==> config.mk <==
export PLATFORM = sky130hd
export DESIGN_NAME = osd_trace_packetization_mc
export DESIGN_NICKNAME = d
export VERILOG_FILES = /design/src/rtl/osd_trace_packetization_mc.sv
export SDC_FILE = /design/constraint.sdc
export NUM_CORES = 1
export LEC_CHECK = 0
export ABC_AREA = 1
export BUFFER_PORTS_ARGS = -buffer_cell sky130_fd_sc_hd__buf_2
export CAP_MARGIN = 20
export CELL_PAD_IN_SITES_DETAIL_PLACEMENT = 0
export CELL_PAD_IN_SITES_GLOBAL_PLACEMENT = 1
export CORE_UTILIZATION = 25
export DETAILED_ROUTE_END_ITERATION = 8
export MAX_ROUTING_LAYER = met4
export PLACE_DENSITY = 0.91
export SYNTH_ARGS = -nofsm -noshare
export SYNTH_HDL_FRONTEND = slang
export SYNTH_SLANG_ARGS = --single-unit
==> constraint.sdc <==
create_clock -name clk -period 3.8 [get_ports clk]
set_clock_uncertainty 0.05 [all_clocks]
set_input_delay 0.76 -clock clk [delete_from_list [all_inputs] [get_ports clk]]
set_output_delay 0.76 -clock clk [all_outputs]
set_load 0.01 [all_outputs]
==> src/rtl/osd_trace_packetization_mc.sv <==
// Round-robin multi-channel trace packetizer: one trace event per DII packet of 16-bit flits.
// Optional timestamp flits (TS_LO/TS_HI after SOURCE) are built when OSD_TRACE_TIMESTAMP_EN is defined.
module osd_trace_packetization_mc #(
    parameter int WIDTH        = 32,
    parameter int NUM_CHANNELS = 2
) (
    input  logic                          clk,
    input  logic                          rst,
    input  logic [15:0]                   id,
    input  logic [15:0]                   dest,
    input  logic [NUM_CHANNELS*WIDTH-1:0] trace_data,
    input  logic [NUM_CHANNELS-1:0]       trace_overflow,
    input  logic [NUM_CHANNELS-1:0]       trace_valid,
    output logic [NUM_CHANNELS-1:0]       trace_ready,
    output logic [15:0]                   debug_out_data,
    output logic                          debug_out_valid,
    output logic                          debug_out_last,
    input  logic                          debug_out_ready
);
    // state  | meaning
    // IDLE   | DEST flit offered while any channel is valid; arbitration open
    // SOURCE | header flit: type, channel, overflow flag, timestamp flag, id
    // TS_LO  | captured timestamp [15:0] (timestamp build only)
    // TS_HI  | captured timestamp [31:16] (timestamp build only)
    // STATUS | overflow count, final flit
    // EVENT  | payload slices, least significant first, final one flagged last

    localparam int NUM_FLITS = (WIDTH + 15) / 16;
    localparam int PAD_W     = NUM_FLITS * 16;
    localparam int CNT_W     = (NUM_FLITS > 1) ? $clog2(NUM_FLITS) : 1;

    typedef enum logic [2:0] {
        IDLE,
        SOURCE,
`ifdef OSD_TRACE_TIMESTAMP_EN
        TS_LO,
        TS_HI,
`endif
        STATUS,
        EVENT
    } state_t;

    state_t               state, state_next;
    logic [1:0]           grant, last_grant, cand;
    logic [CNT_W-1:0]     counter;
    logic [NUM_CHANNELS-1:0] valid_rot;
    logic [2:0]           rr_start, rr_sum;
    logic [WIDTH-1:0]     sel_data;
    logic                 sel_ovf;
    logic [PAD_W-1:0]     padded;
    logic [15:0]          event_flit;
    logic [15:0]          data_c;
    logic                 valid_c, last_c;
    logic                 accept, pkt_done;
    logic                 unused_ok;

`ifdef OSD_TRACE_TIMESTAMP_EN
    localparam logic TS_FLAG = 1'b1;
    logic [31:0] ts_count, ts_capture;
`else
    localparam logic TS_FLAG = 1'b0;
`endif

    // Rotate the valid vector so bit 0 is the channel after last_grant; lowest set bit wins.
    always_comb begin
        rr_start  = {1'b0, last_grant} + 3'd1;
        valid_rot = NUM_CHANNELS'({trace_valid, trace_valid} >> rr_start);
        rr_sum    = rr_start;
        for (int j = NUM_CHANNELS - 1; j >= 0; j--) begin
            if (valid_rot[j]) rr_sum = rr_start + 3'(j);
        end
        if (rr_sum >= 3'(NUM_CHANNELS)) rr_sum = rr_sum - 3'(NUM_CHANNELS);
        cand = rr_sum[1:0];
    end

    always_comb begin
        sel_data = '0;
        sel_ovf  = 1'b0;
        for (int c = 0; c < NUM_CHANNELS; c++) begin
            if (grant == 2'(c)) begin
                sel_data = trace_data[c*WIDTH +: WIDTH];
                sel_ovf  = trace_overflow[c];
            end
        end
        padded              = '0;
        padded[WIDTH-1:0]   = sel_data;
        event_flit          = 16'h0;
        for (int k = 0; k < NUM_FLITS; k++) begin
            if (counter == CNT_W'(k)) event_flit = padded[k*16 +: 16];
        end
    end

    always_comb begin
        state_next = state;
        data_c     = 16'h0;
        valid_c    = 1'b0;
        last_c     = 1'b0;
        case (state)
            IDLE: begin
                valid_c = |trace_valid;
                data_c  = dest;
                if (valid_c && debug_out_ready) state_next = SOURCE;
            end
            SOURCE: begin
                valid_c = 1'b1;
                data_c  = {2'h2, grant, sel_ovf, TS_FLAG, id[9:0]};
                if (debug_out_ready) begin
`ifdef OSD_TRACE_TIMESTAMP_EN
                    state_next = TS_LO;
`else
                    state_next = sel_ovf ? STATUS : EVENT;
`endif
                end
            end
`ifdef OSD_TRACE_TIMESTAMP_EN
            TS_LO: begin
                valid_c = 1'b1;
                data_c  = ts_capture[15:0];
                if (debug_out_ready) state_next = TS_HI;
            end
            TS_HI: begin
                valid_c = 1'b1;
                data_c  = ts_capture[31:16];
                if (debug_out_ready) state_next = sel_ovf ? STATUS : EVENT;
            end
`endif
            STATUS: begin
                valid_c = 1'b1;
                last_c  = 1'b1;
                data_c  = {1'b1, 5'h0, padded[9:0]};
                if (debug_out_ready) state_next = IDLE;
            end
            EVENT: begin
                valid_c = 1'b1;
                data_c  = event_flit;
                last_c  = (counter == CNT_W'(NUM_FLITS - 1));
                if (debug_out_ready && last_c) state_next = IDLE;
            end
            default: state_next = IDLE;
        endcase
    end

    // Outputs are forced to their reset values while rst is high so an abandoned packet never pulses ready.
    assign debug_out_valid = valid_c & ~rst;
    assign debug_out_data  = debug_out_valid ? data_c : 16'h0;
    assign debug_out_last  = last_c & debug_out_valid;
    assign accept          = debug_out_valid & debug_out_ready;
    assign pkt_done        = accept & debug_out_last;

    always_comb begin
        trace_ready = '0;
        for (int c = 0; c < NUM_CHANNELS; c++) begin
            trace_ready[c] = pkt_done && (grant == 2'(c));
        end
    end

    always_ff @(posedge clk) begin
        if (rst) begin
            state      <= IDLE;
            grant      <= 2'd0;
            last_grant <= 2'(NUM_CHANNELS - 1);
            counter    <= '0;
        end else begin
            state <= state_next;
            if (state == IDLE && accept) grant <= cand;
            if (pkt_done) last_grant <= grant;
            if (state == SOURCE) begin
                counter <= '0;
            end else if (state == EVENT && accept) begin
                counter <= debug_out_last ? '0 : counter + CNT_W'(1);
            end
        end
    end

`ifdef OSD_TRACE_TIMESTAMP_EN
    always_ff @(posedge clk) begin
        if (rst) begin
            ts_count   <= 32'h0;
            ts_capture <= 32'h0;
        end else begin
            ts_count <= ts_count + 32'd1;
            if (state == IDLE && accept) ts_capture <= ts_count;
        end
    end
`endif

    assign unused_ok = ^{id[15:10], rr_sum[2]};

endmodule

After elaboration in Yosys (flattened, before gate mapping)
Index checks and enable logic that the tools add are counted.
- output and inout bits: 20
- register bits: 8
- memories: 0
- input bits: 103
- bits in writable memories: 0
- latch bits: 0
- logic and storage cells: 54
- memory bits (read-only): 0
- bitwise operators: 5
- eq/ne operators: 8
- mux-type cells: 19
- $mul: 0
- reduce and logical (&&, ||, !) cells: 12
- shift-type cells: 1
- divide/modulo/power cells: 0
- $lt $le $gt $ge: 1
- add/sub/neg operators: 4
- operator list (cell ; number):
    $mux 32 ; 2
    $pmux 16 s4 ; 1
    $mux 16 ; 2
    $mux 3 ; 6
    $pmux 3 s4 ; 1
    $ne 2x2->1 const B ; 4
    $eq 3x2->1 const B ; 2
    $logic_and 1x1->1 ; 6
    $and 1x1->1 ; 4
    $mux 1 ; 4
    $pmux 1 s2 ; 2
    $reduce_and 4->1 ; 1
    $reduce_or 2->1 ; 2
    $shr 4x3->2 ; 1
    $add 2x1->3 const B ; 1
    $add 3x1->3 const B ; 1
    $eq 3x1->1 const B ; 1
    $ge 3x2->1 const B ; 1
    $logic_not 3->1 ; 1
    $reduce_or 3->1 ; 1
    $eq 2x1->1 const B ; 1
    $logic_not 2->1 ; 1
    $mux 2 ; 1
    $sub 2x2->2 const B ; 1
    2 further kinds ; 2

Depth between registers and ports, before layout
- depth after elaboration: 7
- depth in mapped cells: 8
- mapped depth without buffers: 7

Worst setup path before layout
OpenSTA, ideal clock, no wires.
- path kind: input port to output port
- from: input port rst
- to: output port trace_ready[0]
- arrival: 1.464 ns
- path buffers: 0
- slack: 1.526 ns
- cell stages on the path: 5
- cell sequence: clkinv_1 nand2_4 nor2_4 nand2_1 nor3_1
- longest elaborated chain between the ends: 5
- ends and longest elaborated chain (what ; RTL line ; source):
    from (decl) ; 8 ; input logic rst,
    $not 1->1 ; 144 ; assign debug_out_valid = valid_c & ~rst;
    $and 1x1->1 ; 144 ;
    $and 1x1->1 ; 146 ; assign debug_out_last = last_c & debug_out_valid;
    via debug_out_last ; 17 ; output logic debug_out_last,
    $and 1x1->1 ; 148 ; assign pkt_done = accept & debug_out_last;
    $logic_and 1x1->1 ; 153 ; trace_ready[c] = pkt_done && (grant == 2'(c));
    to (decl) ; 14 ; output logic [NUM_CHANNELS-1:0] trace_ready,
The timed path passes the listed nets, and every way through them passes these cells.

Worst setup path after layout
- from: register counter
- to: output port debug_out_data[9]
- longest elaborated chain between the ends: 3
- ends and longest elaborated chain (what ; RTL line ; source):
    from (decl) ; 45 ; logic [CNT_W-1:0] counter;
    from (signal assigned) ; 170 ; counter <= debug_out_last ? '0 : counter + CNT_W'(1);
    $mux 16 ; 89 ; if (counter == CNT_W'(k)) event_flit = padded[k*16 +: 16];
    $pmux 16 s4 ; 98 ; case (state)
    $mux 16 ; 145 ; assign debug_out_data = debug_out_valid ? data_c : 16'h0;
    to (decl) ; 15 ; output logic [15:0] debug_out_data,
Every way passes these cells.

==> metrics.md <==
| Metric | Value |
|---|---|
| Status | complete, no violations |
| Post-CTS Hold Buffers | 0 |
| Synthesis-stage register bit count | 7 |
| Crit path max-delay cell type | dfxtp_1 |
| Data arrival time of the worst path | a little under 2 ns |
| Crit. End Element | output port |
| Final WL | ~5700 um |
| # diodes | 0 |
| Seq/Total Area, Yosys | a little under a tenth |
| Die ar. | ~0.0062 mm^2 |
| Antenna violations before repair | 0 |
| R2r setup slk | around 2.1 ns |
| FF-to-FF End | state[0]$_SDFFE_PP0P_ |
| Largest net degree at the start of global routing | 35 |
| Max Cap Viol | 0 |
| Worst r2r src | counter$_SDFFE_PP0P_ |
| First-pass DRT Iterations | 4 |
| Power Density | 207 mW/mm^2 |
| Post-synthesis cell area | between 0.001 and 0.0015 mm^2 |
| CTS clk-pin slew, worst paths | 0.05 ns |
| Synth-to-layout area growth | 39.4% |
| Final hold viol count | 0 |
| Least-Margin Pin Slew | between 0.7 and 0.8 ns |
| Largest fanout on the critical path | 19 |
| Number of buffers added on ports | between 100 and 150 |
| RSZ-0062 raised after global routing | false |
| Post-synthesis area per instance | between 5 and 6 um^2 |
| Hold endpoint | last_grant[0]$_SDFFE_PP1N_ |
| Post-synth EDFFs | 0 |
| Min-Delay Path Class | flip-flop to flip-flop |
| Crit share post-route | about 73% |
| 1st-iter DRT viols | 79 |
| Synth cell count leaders | nand2_1 (96), nand3_1 (83), a21oi_1 (31) |
| Synth Instances | about 280 |
| Fin. max-slew vios | 0 |
| DR WL/cell | 12.6 um |
| YS warnings | 0 |
| Setup bufs post-CTS | 0 |
| Total Routing Usage GR | between 15 and 20% |
| Tmin final | between 2 and 3 ns |
| FP Rows | 27 |
| Routed via count | about 2200 |
| Final setup fails | 0 |
| R2R depth | 5 |
| Core Box Area | about 0.0056 mm^2 |
| Vias per std cell | 4.95 |
| CTS tree | built |
| Root Driver | clkbuf_8 |
| Storage element area | between 100 and 150 um^2 |
| Cts repair resizes | 0 |
| Fmax | between 0.3 and 0.4 GHz |
| # H-tree levels | 1 |
| Final net count | approximately 490 |
| Min-delay src | last_grant[0]$_SDFFE_PP1N_ |
| Detail Route Antenna Nets | 0 |
| GRT overflow | 0 |
| Hold path cells | 2 |
| Most frequently used flop master after synthesis | dfxtp_1 |
| Vias in the first global route | between 2000 and 2500 |
| Hold_ws | ~0.45 ns |
| RePlAce Congestion | approximately 0.80 |
| # IOs | 123 |
| Asr flop ratio synth | 0% |
| Leak Pwr | around 1.1 nW |
| Max-slew headroom | between 40% and 50% |
| Max incr delay on CP | roughly 0.8 ns |
| Netlist cell types | 25 |
| First-pass GRT wire length | around 9500 um |
| Worst-skew pair later-pin latency | roughly 0.23 ns |
| Total CTS buffers | 3 |
| Critical-path cell list | inv_2 > nand3_1 > nand3_1 > a21oi_1 > buf_2 |
| Pwr Total | ~0.42 mW |
| Multi-input logic area | between 0.001 and 0.0015 mm^2 |
| Die Height | 78.5 um |
| Starting Density | a little over a quarter |
| Crit start category | flip-flop |
| Largest cells by area after synthesis | nand3_1 (28%), nand2_1 (25%), a21oi_1 (11%), dfxtp_1 (9.6%), buf_6 (5.4%) |
| Syn_nets | approximately 380 |
| Fill count | 640 |
| Peak supply drop | approximately 120 uV |
| Die Span X | about 78 um |
| Count leader, synth | nand2_1 |
| Clk sinks | 7 |
| Synth area leader | nand3_1 |
| Worst endpoint required time | 2.99 ns |
| DR DRC count | 0 |
| Hpwl dp | 4120 um |
| Critical path class | flip-flop to output port |
| Yosys top cell area share | roughly 28% |
| Most used cell, CP | nand3_1 |
| Longest Clk Path Bufs | 2 |
| Fin Setup TNS | 0 ns |
| Share of cells above drive strength 1 | between 30 and 40% |
[through the flow]
stage / cells / setup WS, ns / utilization (%) / cell area (um^2)
floorplan: 279 / 1.53 / - / 1460
global placement: 449 / 1.18 / 35.7 / 1990
detailed placement: 449 / 1.18 / 35.7 / 1990
CTS: 453 / 0.961 / 36.5 / 2040
global route: 453 / 0.785 / 36.5 / 2040
finish: 453 / 1.01 / 36.5 / 2040
[cells in the final DEF, fill, tap and decap left out, drive strengths merged]
master	synthesis	final
inv	12	12
nor3	1	1
a21boi	1	1
o211ai	1	1
nand3	84	84
buf	19	117
dfxtp	7	7
a21oi	31	31
nand4	2	2
clkinv	1	1
nor2	16	16
o21ai	5	5
o31ai	1	1
nand2	98	98
clkbuf	0	4
[worst max-delay path: cells and delay by family, from the launching register on]
family / cells / cell delay (ns)
flip-flops: 1 / 0.80
AO/OA/AOI/OAI: 1 / 0.16
buffers and inverters: 2 / 0.51
AND/OR/NAND/NOR: 2 / 0.26
[metal layers]
layer | GRT usage, % | part of all wire, % | vias up | routed length (um)
li1 | - | - | 1144 | -
met1 | 23.6 | 45 | 991 | 2590
met2 | 34.6 | 47 | 99 | 2650
met3 | 2.33 | 7.0 | 9 | 396
met4 | 3.89 | 1.0 | 0 | 59
met5 | - | 0 | - | 0
[sequential cells by signal, indices dropped and copies added, names as in the netlist]
name and cells:
grant 2, last_grant 2, state 2, counter 1
[report_power, final]
| part | leakage [nW] | internal [mW] | total, mW | switching (mW) |
|---|---|---|---|---|
| registers | 0.0571 | 0.0772 | 0.0859 | 0.00875 |
| clock network | 0.0228 | 0.0730 | 0.110 | 0.0368 |
| logic | 1.04 | 0.0933 | 0.227 | 0.134 |
| total | 1.12 | 0.243 | 0.423 | 0.179 |
[cell families (layout without fill, tap and decap cells)]
family,after synthesis,count (layout),share of synthesized area (%)
buffers and inverters,32,134,13.4
and+or+nand+nor,201,201,63.1
AOI/OAI and AO/OA,39,39,13.9
DFF,7,7,9.59
[worst max path at each step]
stage                                    start                  to  slack [ns]
after global routing      counter$_SDFFE_PP0P_   debug_out_data[6]        0.78
after floorplan                            rst      trace_ready[0]        1.53
after global placement          trace_valid[0]  debug_out_data[15]        1.18
after CTS                 counter$_SDFFE_PP0P_   debug_out_data[9]        0.96
after detailed placement                   rst      trace_ready[0]        1.18
final                     counter$_SDFFE_PP0P_   debug_out_data[9]        1.01
[layout make-up]
cell class              count  area share (%)
multi-input cells         240            55.2
repair buffers            117            28.9
flip-flops and latches      7            6.88
well taps                  72            4.42
inverters                  13            2.40
clock buffers               4            2.21
Power figures use the tool's default switching activity.
